### src/rtl/wb_uart_loader.sv
// wb_uart_loader: UART-driven Wishbone initiator for debug / firmware load.
// Parses 'W' (write word) and 'R' (read word) packets from the UART receiver.
// Each packet becomes one Wishbone classic cycle. The result is returned as
// bytes to the UART transmitter: 'K' for a write, 4 data bytes LSB first for
// a read, or 'E' if the cycle timed out.
// Ports:
//   clk, reset              clock, synchronous active-high reset
//   rx_data/rx_valid        received byte stream (no backpressure)
//   tx_data/tx_valid/tx_ready  response byte stream (valid/ready)
//   wb_*                    Wishbone classic initiator port
//   busy                    high whenever the FSM is not idle
module wb_uart_loader #(
  parameter int unsigned TIMEOUT_CYCLES = 255
) (
  input  logic        clk,
  input  logic        reset,
  input  logic [7:0]  rx_data,
  input  logic        rx_valid,
  output logic [7:0]  tx_data,
  output logic        tx_valid,
  input  logic        tx_ready,
  output logic [31:0] wb_addr,
  output logic [31:0] wb_wdata,
  output logic [3:0]  wb_sel,
  output logic        wb_we,
  output logic        wb_cyc,
  output logic        wb_stb,
  input  logic [31:0] wb_rdata,
  input  logic        wb_ack,
  output logic        busy
);

  localparam int unsigned CNT_W   = 16;
  localparam logic [CNT_W-1:0] TIMEOUT = CNT_W'(TIMEOUT_CYCLES);
  localparam logic [7:0] CMD_WRITE = 8'h57;
  localparam logic [7:0] CMD_READ  = 8'h52;
  localparam logic [7:0] RESP_OK   = 8'h4B;
  localparam logic [7:0] RESP_ERR  = 8'h45;

  typedef enum logic [2:0] {IDLE, ADDR, DATA, BUS, RESP} state_t;

  state_t           state, state_n;
  logic [1:0]       idx, idx_n;
  logic             we_q, we_n;
  logic             err_q, err_n;
  logic [CNT_W-1:0] cnt, cnt_n;
  logic [31:0]      addr_q, addr_n;
  logic [31:0]      wdata_q, wdata_n;
  logic [31:0]      resp_q, resp_n;
  logic [7:0]       tx_data_n;
  logic             tx_valid_n;
  logic             cyc_n;

  assign wb_addr  = addr_q;
  assign wb_wdata = wdata_q;
  assign wb_stb   = wb_cyc;

  // State and output registers
  always_ff @(posedge clk) begin
    if (reset) begin
      state    <= IDLE;
      idx      <= 2'd0;
      we_q     <= 1'b0;
      err_q    <= 1'b0;
      cnt      <= '0;
      addr_q   <= '0;
      wdata_q  <= '0;
      resp_q   <= '0;
      tx_data  <= 8'h00;
      tx_valid <= 1'b0;
      wb_cyc   <= 1'b0;
      wb_sel   <= 4'h0;
      wb_we    <= 1'b0;
      busy     <= 1'b0;
    end else begin
      state    <= state_n;
      idx      <= idx_n;
      we_q     <= we_n;
      err_q    <= err_n;
      cnt      <= cnt_n;
      addr_q   <= addr_n;
      wdata_q  <= wdata_n;
      resp_q   <= resp_n;
      tx_data  <= tx_data_n;
      tx_valid <= tx_valid_n;
      wb_cyc   <= cyc_n;
      wb_sel   <= cyc_n ? 4'hF : 4'h0;
      wb_we    <= cyc_n & we_n;
      busy     <= (state_n != IDLE);
    end
  end

  // Next-state and next-output logic
  always_comb begin
    state_n    = state;
    idx_n      = idx;
    we_n       = we_q;
    err_n      = err_q;
    cnt_n      = cnt;
    addr_n     = addr_q;
    wdata_n    = wdata_q;
    resp_n     = resp_q;
    tx_data_n  = tx_data;
    tx_valid_n = tx_valid;
    cyc_n      = wb_cyc;

    case (state)
      IDLE: begin
        if (rx_valid) begin
          if (rx_data == CMD_WRITE || rx_data == CMD_READ) begin
            we_n    = (rx_data == CMD_WRITE);
            err_n   = 1'b0;
            idx_n   = 2'd0;
            state_n = ADDR;
          end
        end
      end

      ADDR: begin
        if (rx_valid) begin
          addr_n[{idx, 3'b000} +: 8] = rx_data;
          idx_n = idx + 2'd1;
          if (idx == 2'd3) begin
            if (we_q) begin
              state_n = DATA;
            end else begin
              state_n = BUS;
              cyc_n   = 1'b1;
              cnt_n   = '0;
            end
          end
        end
      end

      DATA: begin
        if (rx_valid) begin
          wdata_n[{idx, 3'b000} +: 8] = rx_data;
          idx_n = idx + 2'd1;
          if (idx == 2'd3) begin
            state_n = BUS;
            cyc_n   = 1'b1;
            cnt_n   = '0;
          end
        end
      end

      BUS: begin
        idx_n = 2'd0;
        // Ack wins over a timeout expiring on the same edge
        if (wb_ack) begin
          cyc_n      = 1'b0;
          tx_valid_n = 1'b1;
          state_n    = RESP;
          if (we_q) begin
            tx_data_n = RESP_OK;
          end else begin
            resp_n    = wb_rdata;
            tx_data_n = wb_rdata[7:0];
          end
        end else begin
          cnt_n = cnt + CNT_W'(1);
          if (cnt_n == TIMEOUT) begin
            cyc_n      = 1'b0;
            err_n      = 1'b1;
            tx_valid_n = 1'b1;
            tx_data_n  = RESP_ERR;
            state_n    = RESP;
          end
        end
      end

      RESP: begin
        if (tx_valid && tx_ready) begin
          if (err_q || we_q || idx == 2'd3) begin
            tx_valid_n = 1'b0;
            idx_n      = 2'd0;
            err_n      = 1'b0;
            state_n    = IDLE;
          end else begin
            // Read data shifts down so the next byte is always at [15:8]
            idx_n     = idx + 2'd1;
            tx_data_n = resp_q[15:8];
            resp_n    = resp_q >> 8;
          end
        end
      end

      default: state_n = IDLE;
    endcase
  end

endmodule
### config.mk
export PLATFORM = sky130hd
export DESIGN_NAME = wb_uart_loader
export DESIGN_NICKNAME = d
export VERILOG_FILES = /design/src/rtl/wb_uart_loader.sv
export SDC_FILE = /design/constraint.sdc
export NUM_CORES = 1
export LEC_CHECK = 0
export ABC_AREA = 1
export BUFFER_PORTS_ARGS = -buffer_cell sky130_fd_sc_hd__buf_2
export CORE_ASPECT_RATIO = 0.75
export CORE_UTILIZATION = 58
export DETAILED_ROUTE_END_ITERATION = 6
export PLACE_DENSITY = 0.85
export SYNTH_ARGS = -nofsm -noshare
export SYNTH_HDL_FRONTEND = slang
export SYNTH_SLANG_ARGS = --single-unit
### constraint.sdc
create_clock -name clk -period 5.6 [get_ports clk]
set_input_delay 0.56 -clock clk [delete_from_list [all_inputs] [get_ports clk]]
set_output_delay 0.56 -clock clk [all_outputs]
set_load 0.02 [all_outputs]
==> results.md <==
* Vias in the first global route at 5,004
* Register area share after synthesis at between 40% and 50%
* TritonCTS clock tree: yes
* Post-CTS sizing at 0
* Post-CTS setup repair buffer count at 0
* Status: finished, final reports clean
* First-pass GRT wire length at around 23,000 µm
* VDD IR max at roughly 0.00024 V
* # nets final at 977
* Io pins at about 130
* Max-capacitance violation count at 0
* Fin. Hold Viols at 0
* Fin cells at roughly 1,100
* CP endpoint kind: flop
* Synth warn at 0
* Initial DRC Count at between 500 and 600
* Syn_nets at just under 900
* Via/cell ratio at 5.366
* Area Growth Syn to Fin at 22.00%
* Die width at 116.2 µm
* Via count at 5,720
* CTS clock-pin slew for the worst setup and hold paths at 0.06 ns
* Worst path arrival time at 3.61 ns
* CTS Buffer Depth at 2
* Number of synthesized flops with an enable pin at 0
* Final Wtd Congestion at roughly 0.92
* Pre-antenna DRT Iters at 6
* Worst slew pin tran at 0.8275 ns
* Initial antenna violation count at 0
* Leading post-synthesis cells by cell area: dfxtp_1 (43%), nand2_1 (10%), nor2_1 (9.3%)
* Final setup violation count at 0
* Path type of the worst min-delay path: in2reg
* Final period utilization at roughly three fifths
* Syn_area_per_cell at slightly below 7 µm²
* CTS H-tree depth at 4
* Design Area, Final at between 6000 and 7000 µm²
* FFs w/ async S/R, synth at 0%
* Post-synthesis cell type count at 29
* Post-layout min period at 3.343 ns
* Proportion of layout cells with a drive suffix above 1 at between 10% and 20%
* Largest net degree at the start of global routing at 71
* Core ar. at between 9000 and 10,000 µm²
* Clock root buffer: clkbuf_16
* Clock skew at just over 0.006 ns
* Hold-fix buffers, CTS at 0
* Critical path required time at ~5.9 ns
* DP Area at ~6300 µm²
* DRC at 0
* Final design utilization at ~75%
* Final Power at between 2000 and 2500 µW
* Final HPWL DP at roughly 9800 µm
* Die Ht at about 90 µm
* Post-Syn Area at 5677 µm²
* IO Port Bufs at between 100 and 150
* Crit path max fanout at 25
* TNS Setup at 0 ns
* Row count at 30
* Fin. max-slew vios at 0
* Top-count cell post-synth: nand2_1
* Most used DFF post-synth: dfxtp_1
* Post-DR wirelength/cell at about 13 µm
* Drt total wl at 14,320 µm
* Static leakage at ~0.0031 µW
* Startpoint Class: flop
* Top cells by instance count after synthesis: nand2_1 (156), nor2_1 (141), dfxtp_1 (123)
* Dpl cells at 1,034
* Total GRT Usage at 29.13%
* Critical path class: reg2reg
* Post-route ant nets at 0
* Slew HR at 44.83%
* ANT cells at 0
* Post-synth top area cell: dfxtp_1
* Max Freq at ~0.3 GHz
* Seq cells post-synth at roughly 120
* Die ar. at 10,190 µm²
* Insertion delay of the later-clocked pin in the worst-skew pair at ~0.4 ns
* Clock Sinks at approximately 120
* Pwr/cell area at 313.8 nW/µm²
* GR Overflow Total at 0
* Mapped Cells at a little over 800
* CTS Buf Count at 17
* Area share of the largest cell type after synthesis at 43.38%
* RSZ-0062 raised after global routing: no
* Initial Util at 61.23%
[critical path: stages (launching register included)]
cell and delay [ns]:
dfxtp_1 0.32, nor2_1 0.12, inv_1 0.09, nor2_1 0.51, nand2_1 0.18, a21oi_2 0.69
nand2_1 0.56, buf_4 0.39, a211oi_1 0.24, a211oi_1 0.08
[flip-flops by register name (all words and copies together), names as in the netlist, 2 cells and up]
| name | flops |
|---|---|
| wb_addr | 32 |
| wb_wdata | 32 |
| state | 3 |
| resp_q | 24 |
| idx | 2 |
| tx_data | 8 |
| cnt | 16 |
[power by group]
group | total (µW) | switching (µW) | internal (µW)
logic | 138 | 91.8 | 45.8
clock network | 1130 | 402 | 728
registers | 905 | 8.86 | 896
[final timing paths]
check	end	from	slack (ns)	depth (start not counted)
worst min-delay path	resp_q[30]	wb_rdata[30]	0.45	3
worst max-delay path	resp_q[20]	state[1]	2.26	9
worst min register to register	wb_addr[6]	wb_addr[6]	0.46	2
worst max register to register	resp_q[20]	state[1]	2.26	9
[layout make-up]
cell class	count	area, µm²
clock buffers	20	456.7
multi-input cells	574	2728
flip-flops and latches	123	2462
fillers	766	2346
clock inverters	12	162.7
well taps	128	160.2
repair buffers	129	655.6
inverters	80	300.3
[routing by layer]
metal	vias up	track usage, %	wire, µm
li1	2882	-	-
met1	2567	41.50	6814
met2	243	42.44	6136
met3	28	7.266	1135
met4	0	10.72	228
met5	-	0	0
[cell families (layout without fill, tap and decap cells)]
group                    count (synthesis)  in the layout  synth area share, %
buffers and inverters                  119            241                8.574
AND/OR/NAND/NOR                        382            382                28.41
flip-flops                             123            123                43.38
AO/OA/AOI/OAI                          183            183                17.79
XOR/XNOR                                 2              2               0.3086
adder cells (fa/ha/maj)                  7              7                1.543
[cells in the final DEF, fill, tap and decap left out, drive strengths merged, types with 3 or more instances in the layout]
| master | synthesis | layout |
|---|---|---|
| clkinv | 2 | 6 |
| clkbuf | 22 | 20 |
| nor2 | 151 | 151 |
| inv | 78 | 81 |
| o21ai | 62 | 62 |
| o21bai | 3 | 3 |
| dfxtp | 123 | 123 |
| a211oi | 29 | 29 |
| nand4 | 10 | 10 |
| a21oi | 88 | 88 |
| nand2 | 162 | 162 |
| ha | 7 | 7 |
| nor3b | 3 | 3 |
| nor3 | 9 | 9 |
| buf | 17 | 129 |
| nand3 | 45 | 45 |
| bufinv | 0 | 3 |
[stage by stage]
stage | hold WS, ns | worst slack (ns)
finish | 0.4470 | 2.257
floorplan | 0.4370 | 3.780
global placement | 0.4483 | 2.478
global route | 0.4459 | 1.943
detailed placement | 0.4516 | 2.346
CTS | 0.4392 | 2.292
Note: power is estimated with default switching activity, not from simulation.
